<file path="config.mk">
export PLATFORM = sky130hd
export DESIGN_NAME = pong_game_ctrl
export DESIGN_NICKNAME = d
export VERILOG_FILES = /design/src/rtl/pong_game_ctrl.sv
export SDC_FILE = /design/constraint.sdc
export NUM_CORES = 1
export LEC_CHECK = 0
export ABC_AREA = 1
export BUFFER_PORTS_ARGS = -buffer_cell sky130_fd_sc_hd__buf_2
export CORE_MARGIN = 10
export CORE_UTILIZATION = 40
export CTS_CLUSTER_SIZE = 14
export DETAILED_ROUTE_END_ITERATION = 6
export GPL_TIMING_DRIVEN = 0
export MAX_ROUTING_LAYER = met4
export PLACE_DENSITY = 0.67
export SYNTH_ARGS = -nofsm -noshare
export SYNTH_HDL_FRONTEND = slang
export SYNTH_SLANG_ARGS = --single-unit
</file>
<file path="constraint.sdc">
create_clock -name clk -period 3.1 [get_ports clk]
set_clock_uncertainty 0.2 [all_clocks]
set_input_delay 0.31 -clock clk [delete_from_list [all_inputs] [get_ports clk]]
set_output_delay 0.31 -clock clk [all_outputs]
set_load 0.05 [all_outputs]
</file>
<file path="src/rtl/pong_game_ctrl.sv">
// Pong game sequencer. Once per frame it checks the ball against the walls and
// paddles. It updates the motion vector, pulses ball_step or ball_load, and
// tracks the score, the serve direction and game-over.
module pong_game_ctrl #(
  parameter int V_RES        = 480,
  parameter int PADDLE_X_L   = 4,
  parameter int PADDLE_X_R   = 635,
  parameter int PADDLE_H     = 48,
  parameter int BALL_SPEED   = 2,
  parameter int SERVE_FRAMES = 60,
  parameter int WIN_SCORE    = 9
) (
  input  logic              clk,
  input  logic              reset,
  input  logic              vsync,
  input  logic              start,
  input  logic [9:0]        ball_x,
  input  logic [9:0]        ball_y,
  input  logic [9:0]        pad_l_y,
  input  logic [9:0]        pad_r_y,
  output logic signed [3:0] vect_x,
  output logic signed [3:0] vect_y,
  output logic              ball_step,
  output logic              ball_load,
  output logic [3:0]        score_l,
  output logic [3:0]        score_r,
  output logic              game_over
);

  localparam logic [1:0] S_IDLE      = 2'd0;
  localparam logic [1:0] S_SERVE     = 2'd1;
  localparam logic [1:0] S_PLAY      = 2'd2;
  localparam logic [1:0] S_GAME_OVER = 2'd3;

  localparam logic signed [3:0] V_POS = 4'(BALL_SPEED);
  localparam logic signed [3:0] V_NEG = 4'(-BALL_SPEED);

  // All position arithmetic is 11 bits wide, so that pad_y + PADDLE_H - 1 cannot wrap.
  localparam logic [10:0] TOP_LIM = 11'(BALL_SPEED);
  localparam logic [10:0] BOT_LIM = 11'(V_RES - 1 - BALL_SPEED);
  localparam logic [10:0] LX_LO   = 11'(PADDLE_X_L);
  localparam logic [10:0] LX_HI   = 11'(PADDLE_X_L + BALL_SPEED);
  localparam logic [10:0] RX_LO   = 11'(PADDLE_X_R - BALL_SPEED);
  localparam logic [10:0] RX_HI   = 11'(PADDLE_X_R);
  localparam logic [10:0] PH_M1   = 11'(PADDLE_H - 1);
  localparam logic [3:0]  WIN     = 4'(WIN_SCORE);
  localparam logic [7:0]  SRV_END = 8'(SERVE_FRAMES - 1);

  logic [1:0]        state_q, state_d;
  logic              vs_d_q, vs_d_d;
  logic signed [3:0] vect_x_q, vect_x_d, vect_y_q, vect_y_d;
  logic              step_q, step_d, load_q, load_d;
  logic [3:0]        score_l_q, score_l_d, score_r_q, score_r_d;
  logic              serve_left_q, serve_left_d;  // 1: serve toward the left (-x)
  logic [7:0]        frame_cnt_q, frame_cnt_d;

  logic        frame_tick;
  logic [10:0] bx, by, pl, pr;
  logic        vx_neg, vx_pos, vy_neg, vy_pos;
  logic        hit_top, hit_bot, hit_l, hit_r, miss_l, miss_r;

  assign frame_tick = vs_d_q & ~vsync;
  assign bx = {1'b0, ball_x};
  assign by = {1'b0, ball_y};
  assign pl = {1'b0, pad_l_y};
  assign pr = {1'b0, pad_r_y};

  assign vx_neg = vect_x_q[3];
  assign vx_pos = !vect_x_q[3] && (vect_x_q != 4'sd0);
  assign vy_neg = vect_y_q[3];
  assign vy_pos = !vect_y_q[3] && (vect_y_q != 4'sd0);

  // Evaluate the wall and paddle checks in parallel on the sampled position.
  always_comb begin
    hit_top = vy_neg && (by <= TOP_LIM);
    hit_bot = vy_pos && (by >= BOT_LIM);
    hit_l   = vx_neg && (bx >= LX_LO) && (bx <= LX_HI) && (by >= pl) && (by <= pl + PH_M1);
    hit_r   = vx_pos && (bx >= RX_LO) && (bx <= RX_HI) && (by >= pr) && (by <= pr + PH_M1);
    miss_l  = vx_neg && (bx < LX_LO) && !hit_l;
    miss_r  = vx_pos && (bx > RX_HI) && !hit_r;
  end

  // Compute the next state: sequencing, vector updates, scoring and output pulses.
  always_comb begin
    // NOTE: every variable gets a default first, so no path can leave one unassigned and infer a latch.
    state_d      = state_q;
    vs_d_d       = vsync;
    vect_x_d     = vect_x_q;
    vect_y_d     = vect_y_q;
    step_d       = 1'b0;
    load_d       = 1'b0;
    score_l_d    = score_l_q;
    score_r_d    = score_r_q;
    serve_left_d = serve_left_q;
    frame_cnt_d  = frame_cnt_q;

    case (state_q)
      S_IDLE, S_GAME_OVER: begin
        if (start) begin
          score_l_d    = 4'd0;
          score_r_d    = 4'd0;
          serve_left_d = 1'b0;
          state_d      = S_SERVE;
        end
      end
      S_SERVE: begin
        if (frame_tick) begin
          if (frame_cnt_q == SRV_END) state_d = S_PLAY;
          else frame_cnt_d = frame_cnt_q + 8'd1;
        end
      end
      S_PLAY: begin
        if (frame_tick) begin
          if (miss_l) begin
            score_r_d    = (score_r_q == 4'hF) ? score_r_q : score_r_q + 4'd1;
            serve_left_d = 1'b1;
            state_d      = (score_r_d == WIN) ? S_GAME_OVER : S_SERVE;
          end else if (miss_r) begin
            score_l_d    = (score_l_q == 4'hF) ? score_l_q : score_l_q + 4'd1;
            serve_left_d = 1'b0;
            state_d      = (score_l_d == WIN) ? S_GAME_OVER : S_SERVE;
          end else begin
            if (hit_top) vect_y_d = V_POS;
            if (hit_bot) vect_y_d = V_NEG;
            if (hit_l)   vect_x_d = V_POS;
            if (hit_r)   vect_x_d = V_NEG;
            step_d = 1'b1;
          end
        end
      end
      default: state_d = S_IDLE;
    endcase

    // On entry to SERVE, recentre the ball and aim it along the serve direction.
    if (state_d == S_SERVE && state_q != S_SERVE) begin
      load_d      = 1'b1;
      frame_cnt_d = 8'd0;
      vect_x_d    = serve_left_d ? V_NEG : V_POS;
      vect_y_d    = V_POS;
    end
  end

  // Register all state. The reset is synchronous and active-high.
  always_ff @(posedge clk) begin
    // NOTE: sequential state uses non-blocking assignments only, so every flop samples pre-edge values.
    if (reset) begin
      state_q      <= S_IDLE;
      vs_d_q       <= 1'b1;
      vect_x_q     <= V_POS;
      vect_y_q     <= V_POS;
      step_q       <= 1'b0;
      load_q       <= 1'b0;
      score_l_q    <= 4'd0;
      score_r_q    <= 4'd0;
      serve_left_q <= 1'b0;
      frame_cnt_q  <= 8'd0;
    end else begin
      state_q      <= state_d;
      vs_d_q       <= vs_d_d;
      vect_x_q     <= vect_x_d;
      vect_y_q     <= vect_y_d;
      step_q       <= step_d;
      load_q       <= load_d;
      score_l_q    <= score_l_d;
      score_r_q    <= score_r_d;
      serve_left_q <= serve_left_d;
      frame_cnt_q  <= frame_cnt_d;
    end
  end

  assign vect_x    = vect_x_q;
  assign vect_y    = vect_y_q;
  assign ball_step = step_q;
  assign ball_load = load_q;
  assign score_l   = score_l_q;
  assign score_r   = score_r_q;
  assign game_over = (state_q == S_GAME_OVER);

endmodule
</file>
==> results.rst <==
.. list-table::
   :header-rows: 1

   * - Metric
     - Value
   * - Result of the run
     - completed
   * - Achievable Freq
     - 403 MHz
   * - Switching Share
     - 0.371
   * - Max capacitance violation total
     - 0
   * - Worst min path class
     - in2reg
   * - Total overflow reported by the global router
     - 0
   * - Share of power burned in registers
     - 0.330
   * - PortBufs
     - 58
   * - TritonRoute pass-1 iters
     - 4
   * - Reported leakage power
     - 1.81 nW
   * - Buffers and inverters on the worst path
     - 3
   * - Global Route Usage Sum
     - 0.134
   * - Final routed DRC violation total
     - 0
   * - Floorplan Core Area
     - 7180 sq um
   * - Detailed Route Iter0 Violations
     - 126
   * - Netlist area before placement
     - 2940 sq um
   * - Internal Power
     - 638 uW
   * - Most prevalent standard cell on the critical path
     - nand2_1
   * - Share of post-route cells with drive strength above 1
     - 0.164
   * - Via count of the first global-routing pass
     - 2942
   * - Post-synth EDFFs
     - 0
   * - Top library cells by usage in the layout, fill and taps aside
     - 92 x nand2_1, 73 x inv_1, 58 x buf_2, 50 x ha_1, 46 x nor2_1
   * - Number of levels in the clock H-tree
     - 1
   * - Latest clock arrival within the worst-skew pair
     - 0.27 ns
   * - Number of cells on the worst reg-to-reg path
     - 11
   * - Placement Rows
     - 31
   * - Min-delay src
     - vsync
   * - Worst VDD drop
     - 0.271 mV
   * - Highest fanout seen on the critical path
     - 4
   * - Die Footprint
     - 11200 sq um
   * - Number of antenna cells inserted
     - 0
   * - Standard cell with the maximum stage delay on the critical path
     - nor4b_1
   * - Category of cells accounting for the largest share of critical-path delay
     - simple AND/OR/NAND/NOR gates
   * - Detailed Route WL
     - 7440 microns
   * - Hold path depth
     - 3
   * - Average detailed-routed wire length per instance
     - 12.2 microns
   * - # resized after CTS
     - 0
   * - Library cell with the largest summed area after synthesis
     - ha_1
   * - Setup repair bufs after CTS
     - 0
   * - Flop-to-flop setup slack
     - 0.90 ns
   * - Register area share after synthesis
     - 0.164
   * - Fraction of post-synthesis cell area in the top cell type by area
     - 0.213
   * - Post-synthesis to final-layout area growth
     - 16.8%
   * - Largest cells by area after synthesis
     - ha_1 21%, dfxtp_1 16%, nand2_1 12%
   * - Max-slew headroom at the worst pin
     - 0.650
   * - Most common library cell in the layout ignoring fill and taps
     - nand2_1
   * - Arrival @ worst endpoint
     - 2.46 ns
   * - Portion of the clock cycle consumed by the worst path in the final layout
     - 0.801
   * - Post-Syn Instances
     - 448
   * - P per Cell Area
     - 296 nW/um^2
   * - Prevailing post-synth register cell
     - dfxtp_1
   * - Pin count of the biggest net entering global routing
     - 15
   * - Number of buffers inserted for hold repair after clock tree synthesis
     - 0
   * - CP startpoint kind
     - primary input
   * - Top-Level Pins
     - 63
   * - Detailed placer's ending HPWL
     - 6360 microns
   * - Die height
     - 106 microns
   * - Register bit total from synthesis
     - 24
   * - Actual transition at the worst max-transition pin
     - 0.525 ns
   * - RR Startpoint
     - state_q[0]$_SDFF_PP0_
   * - Total power
     - 1.01 mW
   * - Min Clock Period, post-route
     - 2.48 ns
   * - Number of warning messages in the yosys log
     - 0
   * - Number of pins exceeding their max-slew limit in the final report
     - 0
   * - Share of power burned in combinational logic
     - 0.397
   * - Avg Cell Area, Syn
     - 6.55 sq um
   * - Maximum cell stage delay along the critical path
     - 0.35 ns
   * - Share of flip-flops with an asynchronous set or reset after synthesis
     - 0
   * - Category of the most critical setup path
     - in2reg
   * - Initial antenna violation count
     - 0
   * - Total vias in the final route
     - 3030
   * - Count of antenna-violating nets left after detailed routing
     - 0
   * - Final setup fails
     - 0
   * - Setup crit end kind
     - flop
   * - Required time of the critical path
     - 3.07 ns
   * - TNS Setup
     - 0 ns
   * - First-pass GRT wire length
     - 12800 microns
   * - Count of endpoints failing hold in the final timing report
     - 0
   * - Switching Power
     - 376 uW
   * - Total clock buffers created by CTS
     - 3
   * - Worst Hold End
     - vs_d_q$_SDFF_PP1_
   * - Via density per instance
     - 4.96
   * - Chain of cells forming the critical path
     - buf_2 -> inv_1 -> ha_1 -> nand3_1 -> nand2_1 -> nand2_1 -> xor2_1 -> ha_1 -> nand2_1 -> inv_1 -> nand2_1 -> nor4b_1 -> nor2_1 -> o21ai_0 -> nand3_1 -> nand2_1 -> nand2_1 -> nand3_1 -> nand2_1
   * - Clock Power Share
     - 0.273
   * - Final layout net count
     - 607
   * - Reg clk slew, reported paths
     - 0.09 ns
   * - RSZ-0062 raised after global routing
     - no
   * - Clock tree root driver cell
     - clkbuf_8
   * - Clock tree from TritonCTS
     - yes
   * - Routability congestion estimate
     - 0.920
   * - Worst R2R End
     - score_l[0]$_SDFFE_PP0P_
   * - Total clock sinks
     - 24
   * - Count of cell types in the netlist
     - 42
   * - Initial Utilization
     - 0.409
   * - Maximum buffer depth of the clock tree
     - 2
   * - Die X
     - 106 microns
## state kept, by name (all words and copies together), names as in the netlist
name / flops
ball_load: 1
vect_y: 1
state_q: 2
ball_step: 1
score_r: 4
score_l: 4
serve_left_q: 1
vect_x: 1
vs_d_q: 1
frame_cnt_q: 8
## cell type report
class / instances / area (sq um)
plain buffers: 8 / 60.1
flip-flops and latches: 24 / 480
well taps: 99 / 124
clock inverters: 1 / 30.0
multi-input cells: 343 / 2120
clock buffers: 3 / 41.3
fillers: 756 / 3750
repair buffers: 58 / 290
inverters: 75 / 283
## logic make-up (layout without fill, tap and decap cells)
kind of cell | Yosys count | after routing | synth area share
flip-flops | 24 | 24 | 0.164
buffers and inverters | 83 | 145 | 0.117
AO/OA/AOI/OAI | 70 | 70 | 0.140
XOR/XNOR | 18 | 18 | 0.0537
other | 2 | 4 | 0.00256
adder cells (fa/ha/maj) | 50 | 50 | 0.213
AND/OR/NAND/NOR | 201 | 201 | 0.310
## worst max path at each step
| stage | slack, ns | to | from | cells past startpoint |
|---|---|---|---|---|
| 6_report | 0.62 | vect_x[2]$_SDFFE_PP0P_ | pad_l_y[0] | 19 |
| 5_1_grt | 0.42 | vect_x[2]$_SDFFE_PP0P_ | pad_l_y[0] | 19 |
| 4_1_cts | 0.62 | vect_x[2]$_SDFFE_PP0P_ | pad_l_y[0] | 19 |
| 3_5_place_dp | 0.33 | vect_x[2]$_SDFFE_PP0P_ | pad_l_y[0] | 19 |
| 3_3_place_gp | 0.37 | vect_x[2]$_SDFFE_PP0P_ | pad_l_y[0] | 19 |
| 2_1_floorplan | 0.73 | vect_x[2]$_SDFFE_PP0P_ | pad_l_y[0] | 18 |
## layer usage
layer / vias to the layer above / global-route usage / wire (microns)
li1: 1596 / - / -
met5: - / - / 0
met3: 6 / 0.0244 / 380
met4: 0 / 0.0135 / 38
met1: 1354 / 0.175 / 3690
met2: 74 / 0.216 / 3330
## stage by stage
step,hold WS [ns],instances,worst slack (ns),utilization,cell area [sq um]
global route,0.0425,611,0.416,0.478,3430
global placement,0.276,607,0.370,0.468,3360
floorplan,0.218,450,0.730,-,2940
finish,0.0293,611,0.616,0.478,3430
CTS,0.0302,611,0.617,0.478,3430
detailed placement,0.279,607,0.335,0.468,3360
## power groups by stage
| stage | registers (mW) | clock network, mW | logic [mW] |
|---|---|---|---|
| finish | 0.334 | 0.277 | 0.402 |
| global route | 0.337 | 0.297 | 0.460 |
| CTS | 0.335 | 0.283 | 0.404 |
| detailed placement | 0.342 | 0 | 0.402 |
| global placement | 0.341 | 0 | 0.393 |
| floorplan | 0.374 | 0 | 0.252 |
## synthesized netlist by cell type, types with 2 or more instances
cell type and n:
a211oi_1 4, a21oi_1 32, a21oi_2 3, buf_4 6, conb_1 2, dfxtp_1 24
ha_1 50, inv_1 73, nand2_1 92, nand2_4 2, nand3_1 32, nand3b_1 2
nand4_1 10, nor2_1 46, nor2_2 2, nor3_1 4, nor4_1 3, o2111ai_1 2
o211ai_1 2, o21a_1 2, o21ai_0 17, or2_0 2, xnor2_1 3, xor2_1 15
## worst register-to-register path, stage by stage, from the launching register on
cell	delay [ns]
dfxtp_1	0.41
inv_1	0.10
ha_1	0.32
inv_1	0.11
nor2_1	0.08
inv_1	0.09
o21ai_2	0.08
a21oi_1	0.18
inv_1	0.14
o21ai_1	0.14
o21ai_0	0.08
a311oi_1	0.19
Note: power is estimated with default switching activity, not from simulation.
